File: config.mk
export PLATFORM = sky130hd
export DESIGN_NAME = ddr_read_ctrl
export DESIGN_NICKNAME = d
export VERILOG_FILES = /design/src/rtl/ddr_read_ctrl.sv
export SDC_FILE = /design/constraint.sdc
export NUM_CORES = 1
export LEC_CHECK = 0
export CORE_MARGIN = 1
export CORE_UTILIZATION = 62
export CTS_CLUSTER_SIZE = 30
export DETAILED_ROUTE_END_ITERATION = 16
export DONT_BUFFER_PORTS = 1
export GPL_ROUTABILITY_DRIVEN = 0
export GPL_TIMING_DRIVEN = 0
export HOLD_SLACK_MARGIN = 0.02
export PLACE_DENSITY = 0.78
export REMOVE_ABC_BUFFERS = 1
export SLEW_MARGIN = 30
export SYNTH_ARGS = -nofsm -noshare
export SYNTH_HDL_FRONTEND = slang
export SYNTH_SLANG_ARGS = --single-unit
File: constraint.sdc
create_clock -name clk133 -period 2.15 [get_ports clk133]
set_clock_uncertainty 0.2 [all_clocks]
set_input_delay 0.1075 -clock clk133 [delete_from_list [all_inputs] [get_ports clk133]]
set_output_delay 0.1075 -clock clk133 [all_outputs]
set_load 0.005 [all_outputs]
File: src/rtl/ddr_read_ctrl.sv
// Single-burst DDR SDRAM read controller: ACTIVE -> READ -> capture BL_CYCLES beats -> PRECHARGE.
// Define DDR_READ_REFRESH_EN to add the periodic AUTO REFRESH scheduler (counter + WAIT_RFC).
module ddr_read_ctrl #(
  parameter int tRCD      = 3,
  parameter int CL        = 2,
  parameter int PHY_LAT   = 1,
  parameter int BL_CYCLES = 1,
  parameter int tRP       = 3,
  parameter int tRFC      = 11,
  parameter int tREFI     = 1036
) (
  input  logic        clk133,
  input  logic        rst,
  input  logic        initDone,
  input  logic        rdReq,
  input  logic [23:0] rdAddr,
  output logic        rdAck,
  output logic [31:0] rdData,
  output logic        rdValid,
  output logic        busy,
  input  logic [31:0] phyData,
  output logic [12:0] sd_A,
  output logic [1:0]  sd_BA,
  output logic        sd_RAS,
  output logic        sd_CAS,
  output logic        sd_WE,
  output logic        sd_CS
);

  function automatic int max2(input int a, input int b);
    return (a > b) ? a : b;
  endfunction

  localparam int DLY_MAX = max2(max2(max2(tRCD, CL + PHY_LAT), max2(BL_CYCLES, tRP)), tRFC);
  localparam int CW      = $clog2(DLY_MAX + 1);

  // WAIT_RP / WAIT_RFC preload (t - 2) so the controller is back in IDLE exactly t cycles later.
  localparam bit CFG_OK = (BL_CYCLES == 1 || BL_CYCLES == 2 || BL_CYCLES == 4) &&
                          (tRCD >= 1) && (CL + PHY_LAT >= 1) && (tRP >= 2) &&
                          (tRFC >= 2) && (tREFI >= 2);
  if (!CFG_OK) begin : g_cfg_check
    $error("ddr_read_ctrl: unsupported timing parameter set");
  end

  typedef enum logic [2:0] {
    IDLE,
    WAIT_RCD,
    WAIT_DATA,
    CAPTURE,
    WAIT_RP
`ifdef DDR_READ_REFRESH_EN
    , WAIT_RFC
`endif
  } state_t;

  typedef enum logic [2:0] {
    CMD_REF  = 3'b001,
    CMD_PRE  = 3'b010,
    CMD_ACT  = 3'b011,
    CMD_READ = 3'b101,
    CMD_NOP  = 3'b111
  } cmd_t;

  state_t        state, state_next;
  logic [CW-1:0] cnt, cnt_next;
  logic [1:0]    bank_q;
  logic [8:0]    col_q;
  logic          req_go, ref_go;
  cmd_t          cmd_d;
  logic [12:0]   a_d;
  logic [1:0]    ba_d;
  logic          ack_d, capture;

`ifdef DDR_READ_REFRESH_EN
  localparam int RW = $clog2(tREFI);

  logic [RW-1:0] ref_cnt;
  logic          ref_pending, ref_wrap;

  assign ref_wrap = initDone && (ref_cnt == RW'(tREFI - 1));
  assign ref_go   = (state == IDLE) && initDone && ref_pending;

  always_ff @(posedge clk133) begin
    if (rst) begin
      ref_cnt     <= '0;
      ref_pending <= 1'b0;
    end else begin
      if (initDone) ref_cnt <= ref_wrap ? '0 : ref_cnt + 1'b1;
      // A fresh interval outranks the clear so an expiry landing on the refresh edge is kept.
      if (ref_wrap)    ref_pending <= 1'b1;
      else if (ref_go) ref_pending <= 1'b0;
    end
  end
`else
  assign ref_go = 1'b0;
`endif

  assign req_go = (state == IDLE) && initDone && rdReq && !ref_go;

  always_ff @(posedge clk133) begin
    if (rst) begin
      state <= IDLE;
      cnt   <= '0;
    end else begin
      state <= state_next;
      cnt   <= cnt_next;
    end
  end

  always_comb begin
    // NOTE: defaults first; any path that skips an assignment would otherwise infer a latch.
    state_next = state;
    cnt_next   = cnt;
    unique case (state)
      IDLE: begin
        if (req_go) begin
          state_next = WAIT_RCD;
          cnt_next   = CW'(tRCD - 1);
        end
`ifdef DDR_READ_REFRESH_EN
        else if (ref_go) begin
          state_next = WAIT_RFC;
          cnt_next   = CW'(tRFC - 2);
        end
`endif
      end
      WAIT_RCD: begin
        if (cnt == '0) begin
          state_next = WAIT_DATA;
          cnt_next   = CW'(CL + PHY_LAT - 1);
        end else begin
          cnt_next = cnt - 1'b1;
        end
      end
      WAIT_DATA: begin
        if (cnt == '0) begin
          state_next = CAPTURE;
          cnt_next   = CW'(BL_CYCLES - 1);
        end else begin
          cnt_next = cnt - 1'b1;
        end
      end
      CAPTURE: begin
        if (cnt == '0) begin
          state_next = WAIT_RP;
          cnt_next   = CW'(tRP - 2);
        end else begin
          cnt_next = cnt - 1'b1;
        end
      end
      WAIT_RP: begin
        if (cnt == '0) state_next = IDLE;
        else           cnt_next   = cnt - 1'b1;
      end
`ifdef DDR_READ_REFRESH_EN
      WAIT_RFC: begin
        if (cnt == '0) state_next = IDLE;
        else           cnt_next   = cnt - 1'b1;
      end
`endif
      default: state_next = IDLE;
    endcase
  end

  // Beat 0 is taken on the last WAIT_DATA edge; CAPTURE takes the rest, then closes the row.
  always_comb begin
    cmd_d   = CMD_NOP;
    a_d     = '0;
    ba_d    = '0;
    ack_d   = 1'b0;
    capture = 1'b0;
    unique case (state)
      IDLE: begin
        if (req_go) begin
          cmd_d = CMD_ACT;
          a_d   = rdAddr[23:11];
          ba_d  = rdAddr[10:9];
          ack_d = 1'b1;
        end else if (ref_go) begin
          cmd_d = CMD_REF;
        end
      end
      WAIT_RCD: begin
        if (cnt == '0) begin
          cmd_d = CMD_READ;
          a_d   = {4'b0000, col_q};
          ba_d  = bank_q;
        end
      end
      WAIT_DATA: capture = (cnt == '0);
      CAPTURE: begin
        if (cnt == '0) begin
          cmd_d = CMD_PRE;
          a_d   = 13'h0400;
          ba_d  = bank_q;
        end else begin
          capture = 1'b1;
        end
      end
      default: ;
    endcase
  end

  always_ff @(posedge clk133) begin
    if (rst) begin
      sd_CS                    <= 1'b1;
      {sd_RAS, sd_CAS, sd_WE}  <= CMD_NOP;
      sd_A                     <= '0;
      sd_BA                    <= '0;
      rdAck                    <= 1'b0;
      rdValid                  <= 1'b0;
      rdData                   <= '0;
      busy                     <= 1'b0;
      bank_q                   <= '0;
      col_q                    <= '0;
    end else begin
      // NOTE: non-blocking assignments so every register samples pre-edge values.
      sd_CS                    <= 1'b0;
      {sd_RAS, sd_CAS, sd_WE}  <= cmd_d;
      sd_A                     <= a_d;
      sd_BA                    <= ba_d;
      rdAck                    <= ack_d;
      rdValid                  <= capture;
      busy                     <= (state_next != IDLE);
      if (capture) rdData <= phyData;
      if (ack_d) begin
        bank_q <= rdAddr[10:9];
        col_q  <= rdAddr[8:0];
      end
    end
  end

endmodule

## Word-level counts from Yosys, hierarchy flattened

Index checks and enable logic that the tools add are counted.

| storage, ports and cells | value |
|---|---|
| bits in registers | 72 |
| output and inout port bits | 54 |
| logic and storage cells | 57 |
| bits of input ports | 60 |

| cells by class | value |
|---|---|
| equality and inequality tests | 6 |
| reduce and logical (&&, ||, !) cells | 8 |
| add/subtract/negate cells | 1 |
| mux-type cells | 28 |

Operators with widths:

| kind | number |
|---|---|
| one-hot mux 13 bit (3 select lines) | 1 |
| two-way mux 3 bit | 7 |
| two-way mux 4 bit | 5 |
| one-hot mux 4 bit (5 select lines) | 1 |
| one-hot mux 3 bit (5 select lines) | 1 |
| two-way mux 13 bit | 1 |
| two-way mux 11 bit | 1 |
| two-way mux 9 bit | 1 |
| one-hot mux 3 bit (3 select lines) | 1 |
| == test 3 x 2 -> 1 bit, second input constant | 2 |
| two-way mux 2 bit | 3 |
| nonzero test 5 bit | 1 |
| logical NOT 4 bit | 1 |
| two-way mux 1 bit | 4 |
| != test 2 bit, second input constant | 2 |
| one-hot mux 2 bit (2 select lines) | 1 |
| subtractor 4 x 1 -> 4 bit, second input constant | 1 |
| == test 3 x 1 -> 1 bit, second input constant | 1 |
| == test 3 bit, second input constant | 1 |
| logical NOT 3 bit | 1 |
| AND reduction 3 bit | 1 |
| nonzero test 3 bit | 1 |
| logical AND 1 bit | 2 |
| one-hot mux 1 bit (2 select lines) | 1 |
| OR reduction 2 bit | 1 |

## Longest topological paths before layout

Gate-level depths: netlist of the first run.

| logic depth | value |
|---|---|
| depth in word-level cells | 6 |
| gate-level depth with buffers | 7 |
| depth with buffers taken out | 6 |

## Worst setup path before layout of the first run

No wires, ideal clock.

| timing | value |
|---|---|
| path kind | register to register |
| from | register cnt[0] |
| to | register rdData[10] |
| cell stages (with the launch flop) | 8 |
| arrival time | 1.691 ns |
| path slack | 0.188 ns |
| data required time | 1.878 ns |
| buffers on the path | 1 |
| period minus slack after synthesis | 1.962 ns |
| setup time | 0.072 ns |
| path through | dfxtp_1 > inv_1 > ha_1 > nor3b_4 > xnor2_1 > nor3_4 > buf_6 > mux2i_1 |

| on the way | value |
|---|---|
| word-level cells in the longest chain between the ends | 3 |

Ends and longest elaborated chain:

| element | line | RTL |
|---|---|---|
| from (decl) | 65 | `logic [CW-1:0] cnt, cnt_next;` |
| from (signal assigned) | 106 | `cnt <= cnt_next;` |
| logical NOT 4 bit * | 190, 192 |  |
| two-way mux 1 bit | 192 | `if (cnt == '0) begin` |
| one-hot mux 1 bit (2 select lines) * | 172 | `unique case (state)` |
| to (signal assigned) | 225 | `if (capture) rdData <= phyData;` |
| to (decl) | 18 | `output logic [31:0] rdData,` |

Mark *: on every way between the ends. The rest lies on a longest branch, timed or not.
A chain may end at the register's enable or synchronous reset.

## Worst setup path in the final report of the first run

| timing | value |
|---|---|
| from | register state[0] |
| to | register sd_A[1] |

| on the way | value |
|---|---|
| word-level cells in the longest chain between the ends | 5 |
| elaborated cells on any way between the ends | 7 |
| classes of those cells | 2 x eq/ne; 2 x mux; 3 x reduce/logical |

Ends and longest elaborated chain:

| element | line | RTL |
|---|---|---|
| from (decl) | 64 | `state_t state, state_next;` |
| from (signal assigned) | 105 | `state <= state_next;` |
| logical NOT 3 bit | 98, 172 |  |
| logical AND 1 bit (2 in a row) | 98 | `assign req_go = (state == IDLE) && initDone && rdReq && !ref_go;` |
| two-way mux 13 bit | 174 | `if (req_go) begin` |
| one-hot mux 13 bit (3 select lines) * | 172 |  |
| to (signal assigned) | 208 | `sd_A <= '0;` |
| to (signal assigned) | 220 | `sd_A <= a_d;` |
| to (decl) | 22 | `output logic [12:0] sd_A,` |

Marks and branches as above.

==> impl_metrics.csv, run 1 <==
group,metric,value,unit
floorplanning,initial_core_util,66.8,%
critical_path,worstPathArrival,2.17,ns
placement,placed_area,2980,um^2
routing,wl,7310,um
logic_synthesis,synth_edf_count,0,
routing,drt_iter0_markers,132,
routing,routed.top_layer,"met4",
floorplanning,rows,24,
global_route,grt_usage,28.7,%
floorplanning,die_area,5130,um^2
flow_run,cap_violations,0,
critical_path,cpPeakStageDelay,0.52,ns
logic_synthesis,synth.distinct_cells,38,
placement,dp_cells,344,
critical_path,crit_path_start_kind,"register",
critical_path,crit_path_top_delay_cell,"or3_4",
timing,hold_viol,0,
timing,tightest_slew,0.603,ns
logic_synthesis,synth_area,3010,um^2
worst_hold_path,hp-start,"rdAddr[20]",
pwr,power.leakage,1.47,nW
critical_path,worstPathMaxFanout,12,
critical_path,required,2.24,ns
placement,port_buffers,0,
cts,cts_made_buffers,9,
logic_synthesis,synth-async-reset-ratio,0,%
logic_synthesis,syn_inst,310,
timing,setup_viol,0,
logic_synthesis,ys_ff_latch,72,
layout,fin_util,88.4,%
pwr,p_per_area,954,nW/um^2
cts,cts-root-buf,"clkbuf_8",
critical_path,path_class,"reg -> reg",
cts,cts.sinks,72,
cts,htree_levels,3,
routing,antenna_left,0,
placement,hpwl,3720,um
timing,min_period_over_period,96.7,%
routing,drc,0,
global_route,grt_pass1_wl,11300,um
layout,num_antenna_cells,0,
cts,cts_tree,"built",
critical_path,r2r-start,"state[0]$_SDFF_PP0_",
logic_synthesis,synthFlopType,"dfxtp_1",
critical_path,crit_path_start,"state[0]$_SDFF_PP0_",
global_route,overflow,0,
layout,stdcell_area,3980,um^2
floorplanning,core-area,4500,um^2
timing,whs,0.220,ns
cts,clk_path_buf_depth,2,
global_route,grt_start_max_net_pins,90,
critical_path,r2r_setup_slack,0.07,ns
routing,route.met2.wl,3650,um
critical_path,r2r_cells,5,
worst_hold_path,hold_depth,2,
global_route,grt_pass1_vias,2321,
pwr,power.total,3.80,mW
layout,finalNonFillerCells,432,
layout,fillCellCount,196,
floorplanning,io_pins,114,
routing,via_count,2422,
logic_synthesis,yosys_warnings,0,
floorplanning,die_h,71.7,um
logic_synthesis,post_synth.cell_area_avg,9.70,um^2
worst_hold_path,hp-class,"in -> reg",
pwr,ir_drop,0.714,mV
logic_synthesis,seq_area_frac_synth,47.9,%
timing,fmax,0.481,GHz
routing,vias_per_cell,5.61,
global_route,antenna_found_initial,0,
timing,finalCriticalPeriod,2.08,ns
floorplanning,die_x,71.7,um
routing,dr.pass1.iters,4,
layout,multi_input_area,1450,um^2
cts,clk_latency,0.34,ns
layout,layout.nets,437,
routing,met1Wirelength,2940,um
timing,finalMaxSlewViolations,0,
cts,clk_pin_slew,0.08,ns
critical_path,crit_chain,"or2_1 > or3_4 > nor2_4 > buf_4 > a22o_1",
critical_path,cp-end-kind,"register",
layout,drive_above_1_share,12.1,%
layout,seqCellArea,1450,um^2
outcome,status,"finished clean",
layout,areaGrowthSynthToFinish,32.4,%
routing,wl_met3,567,um
routing,wl_per_cell,16.9,um
timing,max_slew_margin,59.6,%
area by class of cell:
cell class                      count  share of cell area (%)
Multi-Input combinational cell    212                    36.4
Tap cell                           52                    1.63
Clock buffer                       10                    3.46
Timing Repair Buffer               75                    18.8
Clock inverter                      6                    2.89
Sequential cell                    72                    36.3
Inverter                            5                   0.471
cell families (layout without fill, tap and decap cells):
logic type,after synthesis,in the layout,share of synthesized area [%]
AO/OA/AOI/OAI,40,40,8.61
adder cells (fa/ha/maj),2,2,0.832
multiplexers,34,34,11.3
flip-flops,72,72,47.9
XOR/XNOR,2,2,0.582
buffers and inverters,26,96,4.91
AND/OR/NAND/NOR,134,134,25.8
timing repair:
action | 4_1_cts | 5_1_grt
pin swaps | 0 | 2
hold buffers | 61 | 0
gates resized for setup | 2 | 10
hold endpoints to repair | 72 | 0
setup buffers | 4 | 7
setup endpoints to repair | 46 | 45
critical path, delay by kind of cell (launching register included):
kind            cells  cell delay (ns)
compound gates      1             0.15
flops               1             0.44
simple gates        3             1.07
buf+inv             1             0.17
metrics by stage:
step                setup slack (ns)  TNS, ns
floorplan                     -0.571   -18.28
global route                 -0.0103  -0.0148
detailed placement            -0.236    -2.79
finish                        0.0709        0
global placement               -1.04   -33.62
CTS                          0.00111        0
Yosys cell counts (2+ instances only):
cell | n | area share [%]
buf_6 | 6 | 2.2
ha_1 | 2 | 0.83
nor4_1 | 5 | 1.0
nor2_1 | 11 | 1.4
and3_1 | 2 | 0.42
a22o_1 | 9 | 2.6
nand2b_1 | 65 | 14
dfxtp_1 | 72 | 48
and2_1 | 3 | 0.62
clkbuf_1 | 13 | 1.6
inv_1 | 4 | 0.50
mux2i_1 | 34 | 11
nand2_1 | 31 | 3.9
a211oi_1 | 2 | 0.50
a21oi_1 | 19 | 3.2
nor3_1 | 3 | 0.50
nor3b_4 | 2 | 1.2
xnor2_1 | 2 | 0.58
o21ai_1 | 2 | 0.33
nand3_1 | 3 | 0.50
o21ai_0 | 2 | 0.33
or2_1 | 2 | 0.42
cells in the final DEF (no fill, tap or decap), types with 3 or more instances in the layout:
cell type,count
inv_1,3
clkbuf_8,10
dfxtp_1,69
a21oi_1,19
nor4_1,5
a22o_1,9
nand3_1,3
and2_1,3
buf_4,10
nand2b_1,65
bufinv_16,3
dlygate4sd3_1,60
nor2_1,11
nand2_1,31
buf_6,4
nor3_1,3
mux2i_1,33
worst paths after layout:
| path | endpoint |
|---|---|
| max | sd_A[1]$_SDFF_PP0_ |
| min | sd_A[9]$_SDFF_PP0_ |
| max reg2reg | sd_A[1]$_SDFF_PP0_ |
| min reg2reg | col_q[3]$_SDFFE_PP0P_ |
flip-flops by register name, indices dropped and copies added (netlist names), 2 cells and up:
name and cells:
bank_q 2, state 3, sd_BA 2, col_q 9, cnt 4, rdData 32, sd_A 13
power breakdown:
part,leakage (nW),internal (mW),switching (mW),total (mW)
Combinational,0.761,0.450,0.430,0.880
Sequential,0.586,1.47,0.129,1.60
Clock,0.123,0.808,0.515,1.32
routing by layer:
metal  GRT usage [%]  vias up
met5               0        -
met4            15.5        0
met3            7.88       21
met2            47.8      113
met1            33.5     1118
li1                -     1170
(Power assumes the default switching activity.)
==> run 2, diff against run 1 <==
--- a/config.mk
+++ b/config.mk
@@ -14,7 +14,6 @@
 export GPL_TIMING_DRIVEN = 0
 export HOLD_SLACK_MARGIN = 0.02
 export PLACE_DENSITY = 0.78
-export REMOVE_ABC_BUFFERS = 1
 export SLEW_MARGIN = 30
 export SYNTH_ARGS = -nofsm -noshare
 export SYNTH_HDL_FRONTEND = slang
==> impl_metrics.csv, run 2 (synthesis results as in run 1) <==
group,metric,value,unit
worst_hold_path,hold_depth,3,
cts,cts.sinks,72,
cts,cts_made_buffers,9,
routing,dr.pass1.iters,5,
flow_run,cap_violations,0,
layout,num_antenna_cells,0,
critical_path,r2r_setup_slack,0.02,ns
cts,clk_pin_slew,0.08,ns
timing,fmax,0.469,GHz
layout,final_common_cell,"dfxtp_1",
timing,min_period_over_period,99.2,%
pwr,p_int,2.83,mW
timing,rsz0062_at_grt,"true",
pwr,ir_drop,0.634,mV
layout,stdcell_area,4010,um^2
global_route,grt_pass1_wl,12800,um
routing,via_count,2632,
floorplanning,die_x,71.7,um
timing,whs,0.0720,ns
layout,top_register,"rdData",
layout,largestRegisters,"rdData (32), sd_A (13), col_q (9)",
critical_path,crit_path_start_kind,"register",
placement,dp_cells,362,
pwr,seqPwrFrac,40.1,%
outcome,status,"finished clean",
floorplanning,initial_core_util,66.8,%
global_route,overflow,0,
cts,clk_path_buf_depth,2,
global_route,grt_start_max_net_pins,13,
layout,mostFrequentLayoutCells,"71 x dfxtp_1, 65 x nand2b_1, 60 x dlygate4sd3_1",
timing,finalCriticalPeriod,2.13,ns
critical_path,cp-end-kind,"register",
worst_hold_path,hp-class,"in -> reg",
global_route,grt_pass1_vias,2591,
layout,finalNonFillerCells,442,
global_route,grt_usage,33.1,%
timing,fin_tns_setup,0,ns
pwr,power.leakage,1.48,nW
routing,wl,8830,um
layout,fin_util,89.0,%
timing,tightest_slew,0.506,ns
routing,antenna_left,0,
critical_path,worstPathArrival,2.22,ns
floorplanning,die_area,5130,um^2
floorplanning,die_h,71.7,um
pwr,pwr-share-clk,36.5,%
critical_path,r2r_cells,8,
layout,areaGrowthSynthToFinish,33.3,%
pwr,p_comb_share,23.4,%
worst_hold_path,hp-start,"rst",
worst_hold_path,hold_end,"rdData[17]$_SDFFE_PP0P_",
timing,setup_viol,0,
global_route,antenna_found_initial,0,
critical_path,required,2.24,ns
cts,cts_tree,"built",
pwr,p_per_area,981,nW/um^2
cts,cts-root-buf,"clkbuf_8",
layout,largest_register_ffs,32,
floorplanning,io_pins,114,
timing,finalMaxSlewViolations,0,
logic_synthesis,synth_nets,372,
critical_path,r2r-start,"cnt[1]$_SDFFE_PP0P_",
critical_path,worstPathMaxFanout,10,
critical_path,path_class,"reg -> reg",
cts,htree_levels,3,
pwr,swShare,28.2,%
cts,clk_latency,0.34,ns
placement,hpwl,4260,um
routing,drt_iter0_markers,298,
layout,drive_above_1_share,10.3,%
placement,placed_area,3070,um^2
routing,vias_per_cell,5.95,
floorplanning,core-area,4500,um^2
placement,port_buffers,0,
timing,max_slew_margin,66.3,%
floorplanning,rows,24,
timing,hold_viol,0,
pwr,switchingPower,1.11,mW
routing,wl_per_cell,20.0,um
layout,layout.nets,448,
routing,drc,0,
critical_path,r2r-end,"sd_A[2]$_SDFF_PP0_",
==> run 2: what timing repair did <==
action	CTS	global route
pin swaps	1	1
setup buffers	2	2
endpoints found under the hold margin	61	0
gates cloned	0	1
gates resized for setup	1	6
hold buffers	60	0
setup endpoints to repair	40	42
==> run 2: worst max-delay path: stages, from the launching register on <==
cell and delay, ns:
dfxtp_1 0.35, inv_1 0.09, ha_2 0.22, nor3b_4 0.28, buf_4 0.16, and3_2 0.23
nor3b_4 0.24, buf_12 0.16, a22o_1 0.15
==> run 2: per-stage QoR <==
step	worst slack, ns	power (mW)
global route	-0.0551	4.07
global placement	-0.0611	2.27
CTS	0.0304	3.80
finish	0.0181	3.93
detailed placement	-0.112	2.29
floorplan	0.188	2.16
==> run 2: area by class of cell <==
| class | instances | area (um^2) |
|---|---|---|
| tap | 52 | 65.1 |
| fill | 192 | 495 |
| clock inverter | 5 | 129 |
| multi-input combinational | 212 | 1440 |
| buffer | 21 | 129 |
| timing repair buffer | 65 | 651 |
| sequential | 72 | 1440 |
| clock buffer | 10 | 138 |
| inverter | 5 | 18.8 |
==> run 2: worst max-delay path by stage <==
stage | cells after the start | endpoint | start
after floorplan | 7 | rdData[10]$_SDFFE_PP0P_ | cnt[0]$_SDFFE_PP0P_
after global placement | 6 | sd_A[0]$_SDFF_PP0_ | cnt[0]$_SDFFE_PP0P_
after detailed placement | 7 | rdData[22]$_SDFFE_PP0P_ | cnt[0]$_SDFFE_PP0P_
after CTS | 7 | rdData[22]$_SDFFE_PP0P_ | cnt[0]$_SDFFE_PP0P_
after global routing | 7 | rdData[7]$_SDFFE_PP0P_ | cnt[0]$_SDFFE_PP0P_
final | 8 | sd_A[2]$_SDFF_PP0_ | cnt[1]$_SDFFE_PP0P_
==> run 2: routing by layer <==
| layer | wire (um) | vias to the layer above | global-route usage, % |
|---|---|---|---|
| met5 | 0 | - | 0 |
| met4 | 305 | 0 | 15.3 |
| met1 | 3290 | 1239 | 34.3 |
| met2 | 4530 | 174 | 61.1 |
| met3 | 711 | 31 | 9.70 |
| li1 | - | 1188 | - |
==> run 2: power groups by stage <==
| stage | clock network, mW | logic, mW | registers (mW) |
|---|---|---|---|
| 2_1_floorplan | 0 | 0.592 | 1.57 |
| 3_3_place_gp | 0 | 0.683 | 1.59 |
| 3_5_place_dp | 0 | 0.700 | 1.59 |
| 4_1_cts | 1.41 | 0.824 | 1.56 |
| 5_1_grt | 1.49 | 0.985 | 1.59 |
| 6_report | 1.44 | 0.921 | 1.58 |
==> run 3, diff against run 2 <==
--- a/config.mk
+++ b/config.mk
@@ -5,6 +5,7 @@
 export SDC_FILE = /design/constraint.sdc
 export NUM_CORES = 1
 export LEC_CHECK = 0
+export CORE_ASPECT_RATIO = 0.9
 export CORE_MARGIN = 1
 export CORE_UTILIZATION = 62
 export CTS_CLUSTER_SIZE = 30
@@ -14,7 +15,6 @@
 export GPL_TIMING_DRIVEN = 0
 export HOLD_SLACK_MARGIN = 0.02
 export PLACE_DENSITY = 0.78
-export SLEW_MARGIN = 30
 export SYNTH_ARGS = -nofsm -noshare
 export SYNTH_HDL_FRONTEND = slang
 export SYNTH_SLANG_ARGS = --single-unit
==> impl_metrics.csv, run 3 (synthesis results as in run 1) <==
group,metric,value,unit
floorplanning,core-area,4550,um^2
cts,clk_latency,0.36,ns
layout,drive_above_1_share,11.2,%
outcome,status,"finished clean",
placement,dp_cells,372,
timing,finalCriticalPeriod,2.07,ns
cts,clk_pin_slew,0.09,ns
global_route,overflow,0,
critical_path,required,2.18,ns
layout,stdcell_area,4000,um^2
cts,cts-root-buf,"clkbuf_8",
critical_path,path_buf_inv,3,
layout,largest_register_ffs,32,
placement,placed_area,3090,um^2
routing,wl,8190,um
worst_hold_path,hp-class,"in -> reg",
cts,cts_made_buffers,9,
routing,drc,0,
critical_path,crit_family,"simple AND/OR/NAND/NOR gates",
layout,largestRegisters,"rdData (32), sd_A (13), col_q (9)",
critical_path,cp-end-kind,"register",
layout,num_antenna_cells,0,
pwr,power.leakage,1.47,nW
cts,cts.sinks,72,
flow_run,cap_violations,0,
floorplanning,die_h,68.1,um
floorplanning,initial_core_util,66.2,%
critical_path,crit_path_top_delay_cell,"or3_4",
layout,mostFrequentLayoutCells,"71 x dfxtp_1, 65 x nand2b_1, 60 x dlygate4sd3_1",
global_route,grt_usage,32.5,%
timing,setup_viol,0,
layout,fillCellCount,226,
timing,finalMaxSlewViolations,0,
floorplanning,rows,23,
timing,max_slew_margin,66.5,%
logic_synthesis,synth_nets,372,
critical_path,worstPathArrival,2.10,ns
timing,min_period_over_period,96.5,%
routing,wl_per_cell,18.0,um
floorplanning,die_area,5130,um^2
floorplanning,die_x,75.4,um
timing,hold_viol,0,
global_route,grt_start_max_net_pins,15,
critical_path,r2r_setup_slack,0.08,ns
critical_path,crit_chain,"buf_4 > or2_1 > buf_6 > or3_4 > clkbuf_1 > nand2_1 > a21oi_1",
routing,vias_per_cell,5.51,
routing,dr.pass1.iters,5,
global_route,grt_pass1_vias,2522,
cts,cts_tree,"built",
layout,areaGrowthSynthToFinish,33.1,%
pwr,p_per_area,929,nW/um^2
layout,layout.nets,450,
floorplanning,io_pins,114,
critical_path,path_class,"reg -> reg",
critical_path,cpPeakStageDelay,0.40,ns
layout,finalNonFillerCells,455,
cts,clk_path_buf_depth,2,
critical_path,crit_path_start_kind,"register",
pwr,ir_drop,0.778,mV
routing,antenna_left,0,
routing,drt_iter0_markers,113,
global_route,antenna_found_initial,0,
layout,final_common_cell,"dfxtp_1",
critical_path,worstPathMaxFanout,10,
cts,htree_levels,3,
pwr,power.total,3.72,mW
placement,hpwl,4330,um
timing,fmax,0.482,GHz
layout,top_register,"rdData",
routing,via_count,2509,
placement,port_buffers,0,
timing,tightest_slew,0.502,ns
global_route,grt_pass1_wl,11900,um
==> run 3: final timing paths <==
path / start / end / depth (start not counted)
min reg2reg: bank_q[1]$_SDFFE_PP0P_ / bank_q[1]$_SDFFE_PP0P_ / 2
min: rst / rdData[17]$_SDFFE_PP0P_ / 3
max reg2reg: state[1]$_SDFF_PP0_ / col_q[6]$_SDFFE_PP0P_ / 7
max: state[1]$_SDFF_PP0_ / col_q[6]$_SDFFE_PP0P_ / 7
==> run 3: layout make-up <==
cell class / instances / area, um^2 / share of cell area [%]
plain buffers: 21 / 133 / 3.31
clock buffers: 9 / 124 / 3.09
clock inverters: 7 / 101 / 2.53
inverters: 5 / 18.8 / 0.469
multi-input cells: 212 / 1440 / 36.0
flip-flops and latches: 72 / 1440 / 36.0
well taps: 62 / 77.6 / 1.94
repair buffers: 67 / 663 / 16.6
==> run 3: worst reg2reg max path, delay by kind of cell, from the launching register on <==
family          cells  cell delay (ns)
simple gates        3             0.77
buf+inv             3             0.57
flops               1             0.32
compound gates      1             0.09
==> run 3: per-stage QoR <==
stage          utilization (%)  hold slack (ns)  setup WS [ns]  setup TNS (ns)
2_1_floorplan                -          -0.0648          0.188               0
3_3_place_gp              67.9          -0.0644        -0.0670           -1.57
3_5_place_dp              67.9          -0.0641         -0.131           -4.38
4_1_cts                   87.6           0.0403         0.0151               0
5_1_grt                   88.0           0.0885        -0.0130         -0.0130
6_report                  88.0           0.0461         0.0752               0
==> run 3: power breakdown <==
group / internal (mW) / leakage, nW / switching (mW) / total [mW]
registers: 1.46 / 0.585 / 0.110 / 1.57
clock network: 0.665 / 0.107 / 0.560 / 1.23
logic: 0.460 / 0.776 / 0.459 / 0.919
total: 2.59 / 1.47 / 1.13 / 3.72
==> run 3: layer usage <==
metal,global-route usage [%],routed length (um),vias up
met5,0,0,-
met2,58.4,4110,119
met1,34.3,3200,1166
met3,12.2,613,27
li1,-,-,1197
met4,13.0,271,0
==> run 3: repair_timing <==
item | CTS | global route
hold endpoints to repair | 62 | 0
endpoints found under the setup margin | 40 | 43
cloned | 1 | 0
buffers inserted | 6 | 0
gates resized for setup | 1 | 7
hold buffers | 60 | 0
pin swaps | 1 | 0
